$ cat config.mk
export PLATFORM = sky130hd
export DESIGN_NAME = nn_inverse_search
export DESIGN_NICKNAME = d
export VERILOG_FILES = /design/src/rtl/nn_pkg.sv /design/src/rtl/nn_forward_eval.sv /design/src/rtl/nn_inverse_search.sv
export SDC_FILE = /design/constraint.sdc
export NUM_CORES = 1
export LEC_CHECK = 0
export CAP_MARGIN = 10
export CORE_UTILIZATION = 54
export CTS_CLUSTER_SIZE = 24
export DETAILED_ROUTE_END_ITERATION = 16
export GPL_ROUTABILITY_DRIVEN = 0
export PLACE_DENSITY = 0.77
export SLEW_MARGIN = 30
export SYNTH_ARGS = -nofsm -noshare
export SYNTH_HDL_FRONTEND = slang
export SYNTH_SLANG_ARGS = --single-unit
$ cat constraint.sdc
create_clock -name clk -period 11.1 [get_ports clk]
set_clock_uncertainty 0.15 [all_clocks]
set_input_delay 3.33 -clock clk [delete_from_list [all_inputs] [get_ports clk]]
set_output_delay 3.33 -clock clk [all_outputs]
set_load 0.05 [all_outputs]
$ cat src/rtl/nn_pkg.sv
// Shared constants for the 1-input neural net.
// The forward net and its inverse search both build f(x) from these constants.
package nn_pkg;
  typedef enum logic [1:0] {IDLE = 2'd0, SEARCH = 2'd1, DONE = 2'd2} nn_state_t;

  localparam int NN_H1_W = 2;
  localparam int NN_H1_B = 10;
  localparam int NN_H2_W = 1;
  localparam int NN_H2_B = 20;
  localparam int NN_O_W1 = 1;
  localparam int NN_O_W2 = 2;
  localparam int NN_O_B  = 5;
  localparam int NN_SAT  = 255;

  // Clamp a 10-bit pre-activation to the 8-bit output range
  function automatic logic [7:0] sat255(input logic [9:0] v);
    return (v > 10'(NN_SAT)) ? 8'(NN_SAT) : v[7:0];
  endfunction
endpackage

$ cat src/rtl/nn_forward_eval.sv
// Combinational forward evaluation of the net: x -> f(x).
// Every intermediate is 10 bits wide so saturation never sees a wrapped value.
module nn_forward_eval
  import nn_pkg::*;
(
  input  logic [7:0] x,
  output logic [7:0] f
);
  logic [9:0] h1_raw, h2_raw, o_raw;
  logic [7:0] h1, h2;

  assign h1_raw = 10'(NN_H1_W) * {2'b00, x} + 10'(NN_H1_B);
  assign h2_raw = 10'(NN_H2_W) * {2'b00, x} + 10'(NN_H2_B);
  assign h1     = sat255(h1_raw);
  assign h2     = sat255(h2_raw);
  assign o_raw  = 10'(NN_O_W1) * {2'b00, h1} + 10'(NN_O_W2) * {2'b00, h2} + 10'(NN_O_B);
  assign f      = sat255(o_raw);
endmodule

$ cat src/rtl/nn_inverse_search.sv
// Finds the smallest x with f(x) >= target by an 8-step binary search,
// one forward evaluation per cycle, with valid/ready handshakes on both sides.
module nn_inverse_search
  import nn_pkg::*;
#(
  parameter int W = 8
) (
  input  logic       clk,
  input  logic       rst,
  input  logic       in_valid,
  output logic       in_ready,
  input  logic [7:0] target,
  output logic       out_valid,
  input  logic       out_ready,
  output logic [7:0] x_out,
  output logic [7:0] f_out,
  output logic       exact
);
  localparam int ITERS = W;

  nn_state_t  state;
  logic [7:0] lo, hi, tgt;
  logic [3:0] cnt;
  logic [8:0] sum;
  logic [7:0] mid, f_mid, lo_nxt, hi_nxt, f_fin;
  logic       ge;

  assign sum    = {1'b0, lo} + {1'b0, hi};
  assign mid    = sum[8:1];
  assign ge     = (f_mid >= tgt);
  // mid < hi whenever lo < hi, so mid+1 cannot overflow
  assign lo_nxt = ge ? lo : mid + 8'd1;
  assign hi_nxt = ge ? mid : hi;

  // Second evaluator scores the converged x so f_out lands with out_valid
  nn_forward_eval u_eval_mid (.x(mid),    .f(f_mid));
  nn_forward_eval u_eval_fin (.x(lo_nxt), .f(f_fin));

  assign in_ready = (state == IDLE);

  always_ff @(posedge clk or posedge rst) begin
    if (rst) begin
      state     <= IDLE;
      out_valid <= 1'b0;
      x_out     <= 8'd0;
      f_out     <= 8'd0;
      exact     <= 1'b0;
      lo        <= 8'd0;
      hi        <= 8'd255;
      cnt       <= 4'd0;
      tgt       <= 8'd0;
    end else begin
      case (state)
        IDLE: if (in_valid) begin
          tgt   <= target;
          lo    <= 8'd0;
          hi    <= 8'd255;
          cnt   <= 4'd0;
          state <= SEARCH;
        end
        SEARCH: begin
          lo  <= lo_nxt;
          hi  <= hi_nxt;
          cnt <= cnt + 4'd1;
          if (cnt == 4'(ITERS - 1)) begin
            state     <= DONE;
            x_out     <= lo_nxt;
            f_out     <= f_fin;
            exact     <= (f_fin == tgt);
            out_valid <= 1'b1;
          end
        end
        DONE: if (out_ready) begin
          state     <= IDLE;
          out_valid <= 1'b0;
        end
        default: state <= IDLE;
      endcase
    end
  end
endmodule
Yosys cells after proc, flatten, opt, wreduce, memory -nomap -nowiden
Index checks and enable logic that the tools add are counted.
Widths: inputs -> output; s select.
{"block": "op_classes", "addsub": 11, "magnitude_cmp": 7, "eq_ne": 8, "mux": 21, "n_reduce_logical": 9}
{"cell": "$mux 8", "n": 10}
{"cell": "$gt 10x8->1 const B", "n": 6}
{"cell": "$pmux 8 s2", "n": 2}
{"cell": "$add 10x3->10 const B", "n": 2}
{"cell": "$add 8x9->10", "n": 2}
{"cell": "$add 9x4->10 const B", "n": 2}
{"cell": "$add 8x5->9 const B", "n": 2}
{"cell": "$add 8x8->9", "n": 1}
{"cell": "$reduce_and 3->1", "n": 3}
{"cell": "$add 8x1->8 const B", "n": 1}
{"cell": "$eq 8x8->1", "n": 1}
{"cell": "$ge 8x8->1", "n": 1}
{"cell": "$ne 2x2->1 const B", "n": 4}
{"cell": "$pmux 4 s2", "n": 1}
{"cell": "$mux 2", "n": 3}
{"cell": "$pmux 2 s3", "n": 1}
{"cell": "$reduce_and 2->1", "n": 3}
{"cell": "$add 4x1->4 const B", "n": 1}
{"cell": "$eq 4x3->1 const B", "n": 1}
{"cell": "$mux 4", "n": 1}
{"cell": "$reduce_bool 2->1", "n": 2}
{"cell": "$eq 2x1->1 const B", "n": 1}
{"cell": "$eq 2x2->1 const B", "n": 1}
{"cell": "$logic_not 2->1", "n": 1}
{"cell": "other kinds (2)", "n": 3}
{"block": "word_totals", "ff_bits": 48, "in_bits": 12, "output_inout_bits": 19, "elab_cells": 65}

Depth between registers and ports, before layout
Gate-level depths: netlist of run 1.
{"block": "depth", "depth_word": 18, "ltp_mapped": 52, "ltp_nobuf": 49}

Cells and area by module
Synthesis of run 1 repeated with hierarchy kept, for this count alone.
{"block": "hier_totals", "cells_unflattened": 480, "hier_area_um2": 4405.5}
{"mod": "nn_inverse_search", "instances": 1, "cells_each": 268, "area_each_um2": 2728.9, "seq_area_each_um2": 1211.2}
{"mod": "nn_forward_eval", "instances": 2, "cells_each": 106, "area_each_um2": 838.3, "seq_area_each_um2": 0.0}

Least setup slack after synthesis of run 1
Ideal clock, no wire load.
{"block": "synth_timing", "kind": "register -> register", "from": "register lo[0]", "to": "register exact", "setup_ns": 0.080, "t_arrival_ns": 10.477, "t_required_ns": 10.870, "path_slack_ns": 0.393, "path_stages_with_launch": 51, "path_buffers": 3, "period_less_slack_ns": 10.707, "cell_sequence": "dfrtp_1 > and2_1 > fa_1 > a211oi_1 > o21ba_2 > nor2_2 > ha_1 > a21oi_1 > o21ai_0 > mux2i_1 > inv_1 > nor2_1 > ha_1 > inv_1 > ha_1 > a21o_1 > a21oi_1 > o21ai_0 > [15 not listed] > or2_1 > and4b_1 > or2_1 > buf_6 > nor2b_1 > ha_1 > inv_1 > fa_1 > a211oi_2 > o211ai_1 > o31a_1 > or2_1 > clkbuf_1 > nor3_1 > o22ai_1 > a2111oi_0 > a32oi_1 > o211ai_2"}
{"block": "synth_between", "elab_chain_cells": 18, "elab_cells_between_ends": 25, "classes_between": "10 x add/sub; 7 x order compare; 1 x eq/ne; 7 x mux"}
{"item": "start, declared", "line": "nn_inverse_search.sv:22", "source": "logic [7:0] lo, hi, tgt;"}
{"item": "start signal, assigned", "line": "nn_inverse_search.sv:62", "source": "lo <= lo_nxt;"}
{"item": "$add 8x8->9", "line": "nn_inverse_search.sv:28", "source": "assign sum = {1'b0, lo} + {1'b0, hi};"}
{"item": "$add 9x4->10 or $add 8x5->9 (tied branches)", "line": "nn_forward_eval.sv:12, nn_forward_eval.sv:13"}
{"item": "$gt 10x8->1", "line": "nn_pkg.sv:17", "source": "return (v > 10'(NN_SAT)) ? 8'(NN_SAT) : v[7:0];"}
{"item": "$mux 8", "line": "nn_pkg.sv:17"}
{"item": "$add 8x9->10", "line": "nn_forward_eval.sv:16", "source": "assign o_raw = 10'(NN_O_W1) * {2'b00, h1} + 10'(NN_O_W2) * {2'b00, h2} + 10'(NN_O_B);"}
{"item": "$add 10x3->10", "line": "nn_forward_eval.sv:16"}
{"item": "$gt 10x8->1", "line": "nn_pkg.sv:17"}
{"item": "$mux 8", "line": "nn_pkg.sv:17"}
{"item": "[2 not listed]"}
{"item": "$add 9x4->10 or $add 8x5->9 (tied branches)", "line": "nn_forward_eval.sv:12, nn_forward_eval.sv:13"}
{"item": "$gt 10x8->1", "line": "nn_pkg.sv:17"}
{"item": "$mux 8", "line": "nn_pkg.sv:17"}
{"item": "$add 8x9->10 (*)", "line": "nn_forward_eval.sv:16"}
{"item": "$add 10x3->10 (*)", "line": "nn_forward_eval.sv:16"}
{"item": "$gt 10x8->1", "line": "nn_pkg.sv:17"}
{"item": "$mux 8 (*)", "line": "nn_pkg.sv:17"}
{"item": "$eq 8x8->1 (*)", "line": "nn_inverse_search.sv:69", "source": "exact <= (f_fin == tgt);"}
{"item": "end signal, assigned", "line": "nn_inverse_search.sv:69"}
{"item": "end, declared", "line": "nn_inverse_search.sv:17", "source": "output logic exact"}
Every way passes the cells marked *; elsewhere a longest branch is shown, timed or not.
A chain may end at the register's enable or synchronous reset.

Worst setup path after layout of run 1
{"block": "layout_timing", "from": "register hi[2]", "to": "register exact"}
{"block": "layout_between", "elab_chain_cells": 18, "elab_cells_between_ends": 25, "classes_between": "10 x add/sub; 7 x order compare; 1 x eq/ne; 7 x mux"}
{"item": "start, declared", "line": "nn_inverse_search.sv:22"}
{"item": "start signal, assigned", "line": "nn_inverse_search.sv:63", "source": "hi <= hi_nxt;"}
{"item": "$add 8x8->9 (*)", "line": "nn_inverse_search.sv:28"}
{"item": "$add 9x4->10 or $add 8x5->9 (tied branches)", "line": "nn_forward_eval.sv:12, nn_forward_eval.sv:13"}
{"item": "$gt 10x8->1", "line": "nn_pkg.sv:17"}
{"item": "$mux 8", "line": "nn_pkg.sv:17"}
{"item": "$add 8x9->10", "line": "nn_forward_eval.sv:16"}
{"item": "$add 10x3->10", "line": "nn_forward_eval.sv:16"}
{"item": "$gt 10x8->1", "line": "nn_pkg.sv:17"}
{"item": "$mux 8", "line": "nn_pkg.sv:17"}
{"item": "[2 not listed]"}
{"item": "net lo_nxt[1]", "line": "nn_inverse_search.sv:25", "source": "logic [7:0] mid, f_mid, lo_nxt, hi_nxt, f_fin;"}
{"item": "$add 9x4->10 or $add 8x5->9 (tied branches)", "line": "nn_forward_eval.sv:12, nn_forward_eval.sv:13"}
{"item": "$gt 10x8->1", "line": "nn_pkg.sv:17"}
{"item": "$mux 8", "line": "nn_pkg.sv:17"}
{"item": "$add 8x9->10 (*)", "line": "nn_forward_eval.sv:16"}
{"item": "$add 10x3->10 (*)", "line": "nn_forward_eval.sv:16"}
{"item": "$gt 10x8->1", "line": "nn_pkg.sv:17"}
{"item": "$mux 8 (*)", "line": "nn_pkg.sv:17"}
{"item": "$eq 8x8->1 (*)", "line": "nn_inverse_search.sv:69"}
Mark *: on every way through the listed nets, which the timed path passes. The rest lies on a longest branch.

==> results.toml, run 1 <==
[clock_network]
clock_sinks = 48
cts_made_buffers = 5
cts_max_path_buffers = 2
cts_hold_buffers = 0
htree_levels = 2
clockRootBuffer = "clkbuf_8"
clk_pin_slew_ns = 0.10
cts_tree = "built"
clk_latency_ns = 0.31

[finish]
nFillCells = 688
nets = 641
layout_commonest_cell = "nand2_1"
syn2layout_area_growth_pct = 15.5
n_antenna_cell = 0
multiInputGateArea_um2 = 3130
layout-drive-gt1-share = 0.127
ff_latch_area_um2 = 1210
layout_common_cells = "nand2_1, o21ai_0, nor2_1, ha_1, dfrtp_1"

[floorplan]
fp.coreArea_um2 = 7810
rows = 32
fp.dieH_um = 92.2
die_area_um2 = 8500
io_pins = 31
die_w_um = 92.2
start_util = 0.563

[timing]
slew_violations = 0
setup_viol = 0
fmax_mhz = 95.3
finalHoldViolCount = 0
max-slew-margin-rel = 0.442
period_needed_ns = 10.50
tightest_slew_ns = 0.838
period_share = 0.946
hold_ws_ns = 0.335

[critical_path]
r2r_start = "hi[2]"
r2r_cells = 49
worstPathRequired_ns = 11.18
worstSetupPathType = "flip-flop to flip-flop"
crit_fanout = 8
critPathCapture = "exact"
r2r_slack_ns = 0.60
crit_path_start = "hi[2]"
r2r-end = "exact"
cp-start-kind = "flip-flop"
crit_top_cell = "ha_1"
critPathMaxStageDelay_ns = 0.57
cp-end-kind = "flip-flop"
arrival_ns = 10.58
crit_slowest_cell = "dfstp_2"

[global_route]
grt_pass1_vias = 3877
grt_usage = 0.264
grt_pass1_wl_mm = 18.0
grt.overflow.total = 0
grt_antenna_before_repair = 0
grt_max_degree = 49

[detailed_routing]
routed_wl_mm = 11.2
dr.pass1.iters = 5
drc = 0
antenna_left = 0
via_count = 4126
via_per_inst = 6.09
wire_per_inst_um = 16.5
drtIter0Drc = 231

[status]
outcome = "complete, no violations"

[synth]
ys.flop_type = "dfrtp_1"
syn-mean-instance-area_um2 = 8.11
synthArstFlopShare = 1.00
synth-seq-cells = 48
syn_area_um2 = 4390
syn-num-nets = 608
yosysSeqAreaShare = 0.276
synth-edff-count = 0
yosysWarnings = 0
ys_types = 64
synthCells = 542

[run]
max_cap_violations = 0

[place]
hpwl_mm = 8.55
port_buffers = 30

[min_path]
holdCritPathClass = "flip-flop to flip-flop"
==> sequential cells by signal, summed over array words and instances, names as in the netlist <==
name and count:
out_valid 1, f_out 8, x_out 8, hi 8
cnt 4, exact 1, tgt 8, lo 8
state 2
==> routing by layer <==
metal | routed length, um | GRT usage | share of wire
met4 | 234 | 0.0820 | 0.021
met3 | 424 | 0.0274 | 0.038
met1 | 4960 | 0.329 | 0.44
met2 | 5600 | 0.475 | 0.50
met5 | 0 | 0 | 0
==> cells by family (layout without fill, tap and decap cells) <==
group,after synthesis,after routing,share of synthesized area
flip-flops,48,48,0.276
buffers and inverters,46,80,0.0416
multiplexers,6,6,0.0137
AO/OA/AOI/OAI,152,152,0.228
adder cells (fa/ha/maj),54,54,0.159
XOR/XNOR,21,21,0.0453
AND/OR/NAND/NOR,215,215,0.237
==> cell type report <==
class	count	share of cell area
clock inverter	1	0.00173
timing repair buffer	43	0.0784
multi-input combinational	448	0.617
sequential	48	0.239
clock buffer	7	0.0170
inverter	29	0.0219
tap	102	0.0252
==> cells in the mapped netlist, types with 3 or more instances <==
cell type / count / area share
o31ai_1: 4 / 0.0068
nor2_1: 50 / 0.043
o211ai_1: 4 / 0.0068
ha_1: 51 / 0.15
o21ai_0: 55 / 0.063
clkbuf_1: 14 / 0.012
o22a_1: 4 / 0.0080
or2_1: 5 / 0.0071
nor3_1: 7 / 0.0080
dfstp_2: 8 / 0.048
a21oi_2: 3 / 0.0060
nand3_1: 18 / 0.021
fa_1: 3 / 0.014
nand4_1: 4 / 0.0057
mux2i_1: 6 / 0.014
a211o_1: 4 / 0.0080
inv_1: 28 / 0.024
xnor2_1: 16 / 0.032
nor2b_1: 10 / 0.014
a211oi_1: 3 / 0.0051
a31oi_1: 11 / 0.016
nand2b_1: 8 / 0.011
dfrtp_1: 40 / 0.23
a21o_1: 7 / 0.012
nand3b_1: 3 / 0.0051
xor2_1: 3 / 0.0060
a21oi_1: 27 / 0.031
nor2_2: 4 / 0.0057
nand2_1: 76 / 0.065
or3_1: 4 / 0.0057
o2111ai_1: 4 / 0.0080
o21a_1: 3 / 0.0051
and2_1: 9 / 0.013
and3_1: 5 / 0.0071
==> worst min path at each step <==
stage | endpoint | slack, ns | start | cells after the start
6_report | f_out[7] | 0.33 | f_out[7] | 1
5_1_grt | f_out[7] | 0.35 | f_out[7] | 1
4_1_cts | f_out[7] | 0.34 | f_out[7] | 1
3_5_place_dp | f_out[7] | 0.31 | f_out[7] | 1
3_3_place_gp | f_out[7] | 0.31 | f_out[7] | 1
2_1_floorplan | cnt[3] | 0.32 | cnt[3] | 1
==> critical path: cells and delay by family (launching register included) <==
family	cells	cell delay [ns]
AOI/OAI and AO/OA	17	3.46
and+or+nand+nor	16	2.75
adders and majority gates	8	2.10
muxes	3	0.79
buffers and inverters	5	0.59
DFF	1	0.57
==> what timing repair did <==
action	in CTS	in global routing
endpoints found under the setup margin	1	7
gates resized for setup	5	25
pin swaps	0	8
buffers inserted	0	4
==> metrics by stage <==
step,setup TNS (ns),worst slack [ns],area (um2),util,instances
2_1_floorplan,0,0.393,4390,-,542
3_3_place_gp,0,0.305,4810,0.617,666
3_5_place_dp,-0.147,-0.147,4820,0.617,666
4_1_cts,0,0.0621,4930,0.632,674
5_1_grt,-0.0952,-0.0952,5070,0.650,678
6_report,0,0.604,5070,0.650,678
Power of run 1 is left out: the tool's default activity adds up to more than one toggle a clock period on the data nets, which glitch-free logic cannot reach.
==> run 2: changes to the inputs <==
--- a/config.mk
+++ b/config.mk
@@ -7,7 +7,7 @@
 export LEC_CHECK = 0
 export CAP_MARGIN = 10
 export CORE_UTILIZATION = 54
-export CTS_CLUSTER_SIZE = 24
+export CTS_CLUSTER_SIZE = 28
 export DETAILED_ROUTE_END_ITERATION = 16
 export GPL_ROUTABILITY_DRIVEN = 0
 export PLACE_DENSITY = 0.77
==> results of run 2 <==
Final layout, timing and power as in run 1 (identical DEF).
Power of run 2 is left out for the same reason.
==> run 3: changes to the inputs <==
--- a/config.mk
+++ b/config.mk
@@ -5,7 +5,6 @@
 export SDC_FILE = /design/constraint.sdc
 export NUM_CORES = 1
 export LEC_CHECK = 0
-export CAP_MARGIN = 10
 export CORE_UTILIZATION = 54
 export CTS_CLUSTER_SIZE = 28
 export DETAILED_ROUTE_END_ITERATION = 16
==> results of run 3 <==
Final layout, timing and power as in run 1 (identical DEF).
Power of run 3 is left out for the same reason.
